File: src/rtl/temp_sample_controller.sv
// Sample sequencer for the temperature monitor datapath.
// Requests readings, evaluates monitor flags, latches alarms and faults.
module temp_sample_controller #(
    parameter int          SAMPLE_PERIOD = 1000,
    parameter int          TIMEOUT       = 16,
    parameter int          PERSIST       = 3,
    parameter logic [7:0]  INIT_TEMP     = 8'd98
) (
    input  logic       clk,
    input  logic       reset,
    input  logic       enable,
    output logic       sample_req,
    input  logic       sample_valid,
    input  logic [7:0] sample_data,
    output logic [7:0] temp_to_mon,
    input  logic       mon_high,
    input  logic       mon_low,
    input  logic       alarm_ack,
    output logic       alarm_high,
    output logic       alarm_low,
    output logic       sensor_fault,
    output logic       busy
);

    localparam int PW = $clog2(SAMPLE_PERIOD);
    localparam int WW = $clog2(TIMEOUT + 1);
    localparam int CW = $clog2(PERSIST + 1);

    localparam logic [PW-1:0] P_LAST = PW'(SAMPLE_PERIOD - 1);
    localparam logic [WW-1:0] W_LAST = WW'(TIMEOUT - 1);
    localparam logic [CW-1:0] C_MAX  = CW'(PERSIST);

    typedef enum logic [1:0] {
        IDLE = 2'd0,
        REQ  = 2'd1,
        EVAL = 2'd2
    } state_t;

    state_t        state, state_n;
    logic [PW-1:0] period_cnt, period_n;
    logic [WW-1:0] wait_cnt, wait_n;
    logic [CW-1:0] high_cnt, high_n;
    logic [CW-1:0] low_cnt, low_n;
    logic [7:0]    temp_n;
    logic          alarm_high_n;
    logic          alarm_low_n;
    logic          sensor_fault_n;

    logic [CW-1:0] high_sat;
    logic [CW-1:0] low_sat;

    // Saturating increments keep the persistence counters from wrapping.
    assign high_sat = (high_cnt == C_MAX) ? C_MAX : high_cnt + 1'b1;
    assign low_sat  = (low_cnt == C_MAX) ? C_MAX : low_cnt + 1'b1;

    assign sample_req = (state == REQ);
    assign busy       = (state != IDLE);

    // State and datapath registers; reset takes effect without a clock.
    always_ff @(posedge clk or posedge reset) begin
        if (reset) begin
            state        <= IDLE;
            period_cnt   <= '0;
            wait_cnt     <= '0;
            high_cnt     <= '0;
            low_cnt      <= '0;
            temp_to_mon  <= INIT_TEMP;
            alarm_high   <= 1'b0;
            alarm_low    <= 1'b0;
            sensor_fault <= 1'b0;
        end else begin
            state        <= state_n;
            period_cnt   <= period_n;
            wait_cnt     <= wait_n;
            high_cnt     <= high_n;
            low_cnt      <= low_n;
            temp_to_mon  <= temp_n;
            alarm_high   <= alarm_high_n;
            alarm_low    <= alarm_low_n;
            sensor_fault <= sensor_fault_n;
        end
    end

    // Next-state logic; ack clears first so a same-cycle set overrides it.
    always_comb begin
        state_n        = state;
        period_n       = period_cnt;
        wait_n         = wait_cnt;
        high_n         = high_cnt;
        low_n          = low_cnt;
        temp_n         = temp_to_mon;
        alarm_high_n   = alarm_high;
        alarm_low_n    = alarm_low;
        sensor_fault_n = sensor_fault;

        if (alarm_ack) begin
            alarm_high_n   = 1'b0;
            alarm_low_n    = 1'b0;
            sensor_fault_n = 1'b0;
        end

        unique case (state)
            IDLE: begin
                if (!enable) begin
                    period_n = '0;
                end else if (period_cnt == P_LAST) begin
                    period_n = '0;
                    state_n  = REQ;
                end else begin
                    period_n = period_cnt + 1'b1;
                end
            end
            REQ: begin
                if (sample_valid) begin
                    temp_n         = sample_data;
                    wait_n         = '0;
                    sensor_fault_n = 1'b0;
                    state_n        = EVAL;
                end else if (wait_cnt == W_LAST) begin
                    sensor_fault_n = 1'b1;
                    wait_n         = '0;
                    state_n        = IDLE;
                end else begin
                    wait_n = wait_cnt + 1'b1;
                end
            end
            EVAL: begin
                state_n = IDLE;
                unique case ({mon_high, mon_low})
                    2'b10: begin
                        high_n = high_sat;
                        low_n  = '0;
                        if (high_sat == C_MAX) alarm_high_n = 1'b1;
                    end
                    2'b01: begin
                        low_n  = low_sat;
                        high_n = '0;
                        if (low_sat == C_MAX) alarm_low_n = 1'b1;
                    end
                    2'b00: begin
                        high_n = '0;
                        low_n  = '0;
                    end
                    default: begin
                        high_n = high_cnt;
                        low_n  = low_cnt;
                    end
                endcase
            end
            default: state_n = IDLE;
        endcase
    end

endmodule
File: config.mk
export PLATFORM = sky130hd
export DESIGN_NAME = temp_sample_controller
export DESIGN_NICKNAME = d
export VERILOG_FILES = /design/src/rtl/temp_sample_controller.sv
export SDC_FILE = /design/constraint.sdc
export NUM_CORES = 1
export LEC_CHECK = 0
export BUFFER_PORTS_ARGS = -buffer_cell sky130_fd_sc_hd__buf_2
export CAP_MARGIN = 10
export CORE_MARGIN = 2
export CORE_UTILIZATION = 53
export CTS_CLUSTER_DIAMETER = 200
export DETAILED_ROUTE_END_ITERATION = 10
export MAX_ROUTING_LAYER = met4
export PLACE_DENSITY = 0.82
export RECOVER_POWER = 100
export SLEW_MARGIN = 20
export SYNTH_ARGS = -nofsm -noshare
export SYNTH_HDL_FRONTEND = slang
export SYNTH_SLANG_ARGS = --single-unit
export TNS_END_PERCENT = 100
File: constraint.sdc
create_clock -name clk -period 1.9 [get_ports clk]
set_input_delay 0.095 -clock clk [delete_from_list [all_inputs] [get_ports clk]]
set_output_delay 0.095 -clock clk [all_outputs]
set_load 0.005 [all_outputs]
==> reports/results.tsv <==
stage	metric	value	unit
outcome	status	finished clean	
pwr	leakage power	0.8715	nW
worst_setup_path	Worst Setup Path Type	flip-flop to flip-flop	
route	DRC Markers	0	
final_layout	Antenna diodes	0	
clock_tree	CTS tree	built	
run	max cap viols	0	
sta	final hold vios	0	
floorplanning	Placement Rows	18	
final_layout	Synth-to-Final Area Change	22.38	%
worst_setup_path	RR Startpoint	period_cnt[1]	
synthesis	top_reg_cell synth	dfrtp_1	
sta	clock skew	0.01173	ns
route	WL/cell	13.73	µm
global_route	first-pass GRT wire length	5.119	mm
pwr	Pwr Total	1.216	mW
sta	Slew Limit Fails	0	
placement	hpwl dp	1.956	mm
sta	Slew headroom	50.09	%
sta	Final setup viols	0	
worst_hold_path	Hold Crit Class	input pin to flip-flop	
clock_tree	clock-pin slew on the worst setup and hold paths	0.10	ns
worst_setup_path	R2R cell count	5	
final_layout	fraction of layout cells with a size suffix above 1	26.40	%
sta	post-route setup slack	0.2933	ns
route	Total Wirelength	2.856	mm
worst_hold_path	hold path startpoint	sample_valid	
sta	setup TNS	0	ns
worst_setup_path	r2r setup slk	0.29	ns
synthesis	Synth top area share	49.91	%
floorplanning	I/O pins	28	
synthesis	Synth async-reset ratio	100.0	%
synthesis	cell taking the most area after synthesis	dfrtp_1	
synthesis	Syn Std Cell Area	1454	µm²
route	first drt pass iteration count	4	
worst_setup_path	Crit path arrival time	1.80	ns
synthesis	post-synthesis sequential area ratio	55.34	%
pwr	PD cells	683.6	nW/µm²
worst_setup_path	crit-path max FO	6	
final_layout	fillcell total	195	
floorplanning	die span in y	56.38	µm
global_route	initial antenna violation count	0	
worst_hold_path	hold path depth	2	
final_layout	final net count	194	
synthesis	Syn Area/Cell	11.01	µm²
synthesis	count leader, synth	dfrtp_1	
clock_tree	total CTS buffers	5	
placement	PortBufs	27	
synthesis	Seq cells post-synth	32	
sta	Fmax	0.6224	GHz
clock_tree	Setup Fix Bufs, Post-CTS	0	
worst_setup_path	required time worst endpoint	2.10	ns
worst_setup_path	crit-path cells	ha_1 -> and2_2 -> nand4_1 -> a21oi_1 -> nor2_1	
sta	Tcrit/Tclk final	84.56	%
clock_tree	H-tree depth	2	
synthesis	number of enable flip-flop cells after synthesis	0	
global_route	gr usage total	21.45	%
sta	worst-margin pin slew	0.7486	ns
synthesis	dominant cells by area after synthesis	dfrtp_1 50%, mux2_2 7.7%, dfstp_2 5.4%	
global_route	gr ovfl total	0	
sta	unrepaired setup endpoints after global routing	no	
route	Final ANT Viol Nets	0	
worst_setup_path	Worst path max stage delay	0.46	ns
route	via count	1125	
floorplanning	die width	56.38	µm
sta	fin crit period	1.607	ns
worst_setup_path	Setup crit start kind	flip-flop	
clock_tree	clock sink count	32	
route	initial DRC count	45	
worst_hold_path	Hold Crit Endpoint	wait_cnt[2]	
placement	final RePlAce weighted congestion	0.9150	
floorplanning	Starting Density	57.13	%
placement	Setup WS pre-CTS	0.3379	ns
worst_setup_path	CP Capture Type	flip-flop	
clock_tree	CTS Root Cell	clkbuf_4	
synthesis	Synth Instances	132	
global_route	vias in the first global route	1149	
worst_setup_path	crit path max-delay cell type	dfrtp_1	
pwr	Max IR drop VDD	0.6733	mV
synthesis	most frequent cells after synthesis	29 x dfrtp_1, 16 x nor2_1, 10 x mux2_2, 10 x nand3_1, 10 x o21ai_0	
synthesis	Synth cell types	31	
floorplanning	core area	2545	µm²
floorplanning	die area	3178	µm²
clock_tree	Clk Latency, worst-skew pair	0.32	ns
route	DR vias/cell	5.409	
clock_tree	Clock Path Buffers	2	
synthesis	Warnings, synthesis	0	
global_route	largest net degree at the start of global routing	33	
worst_setup_path	reg2reg end	period_cnt[7]	
synthesis	Synthesized Nets	149	
==> worst max-delay path, delay by kind of cell, from the launching register on <==
kind / cells / cell delay (ns)
AO/OA/AOI/OAI: 1 / 0.38
adder cells (fa/ha/maj): 1 / 0.22
flip-flops: 1 / 0.46
AND/OR/NAND/NOR: 3 / 0.42
==> state kept, by name, summed over array words and instances (netlist names) <==
name	flops
state	2
alarm_low	1
high_cnt	2
period_cnt	10
low_cnt	2
sensor_fault	1
alarm_high	1
wait_cnt	5
temp_to_mon	8
==> through the flow <==
stage,util [%],std cells,hold slack [ns],cell area [µm²]
after floorplan,-,132,0.2022,1454
after global placement,64.21,190,0.1834,1634
after detailed placement,64.21,190,0.2164,1634
after CTS,70.21,207,0.002808,1787
after global routing,69.91,208,0.006011,1779
final,69.91,208,0.02101,1779
==> final cells by class <==
type                    count  area, µm²  share of cell area, %
flip-flops and latches     32      804.5                  45.22
well taps                  30      37.54                  2.110
multi-input cells          92      609.3                  34.25
clock buffers               7      55.05                  3.094
clock inverters             1      7.507                 0.4219
repair buffers             38      235.2                  13.22
inverters                   8      30.03                  1.688
==> timing repair <==
action / in CTS / in global routing
resized for setup: 0 / 0
hold buffers: 9 / 1
hold endpoints to repair: 38 / 1
==> power breakdown <==
group | switching, mW | total (mW) | internal (mW)
Combinational | 0.0445 | 0.0942 | 0.0497
Clock | 0.219 | 0.400 | 0.181
Sequential | 0.0185 | 0.722 | 0.704
==> cells by family after synthesis <==
kind of cell	Yosys count	share of synthesized area (%)
compound gates	19	7.660
mux	11	8.434
xor+xnor	7	4.217
buf+inv	8	2.065
simple gates	53	20.57
fa+ha+maj	2	1.721
flops	32	55.34
==> how the worst max path moves through the flow <==
stage | endpoint | from | slack [ns] | depth (start not counted)
6_report | period_cnt[7] | period_cnt[1] | 0.29 | 5
4_1_cts | period_cnt[7] | period_cnt[1] | 0.32 | 5
3_5_place_dp | period_cnt[7] | period_cnt[1] | 0.34 | 5
5_1_grt | temp_to_mon[7] | state[1] | 0.16 | 4
3_3_place_gp | period_cnt[3] | period_cnt[1] | 0.42 | 5
2_1_floorplan | period_cnt[3] | period_cnt[1] | 0.50 | 5
==> layer usage <==
layer	track usage, %	part of all wire, %	vias to the layer above
li1	-	-	547
met1	26.90	45	539
met2	34.62	49	35
met3	5.530	4.7	4
met4	6.122	1.1	0
met5	-	0	-
==> placed cells by master (no fill, tap or decap), drive strengths merged, types with 8 or more instances in the layout <==
cell type	n
mux2	10
nand3	10
nor2	16
dlygate4sd3	10
buf	23
o21ai	10
dfrtp	29
clkbuf	12
inv	8
nand2	9
Note: power is estimated with default switching activity, not from simulation.
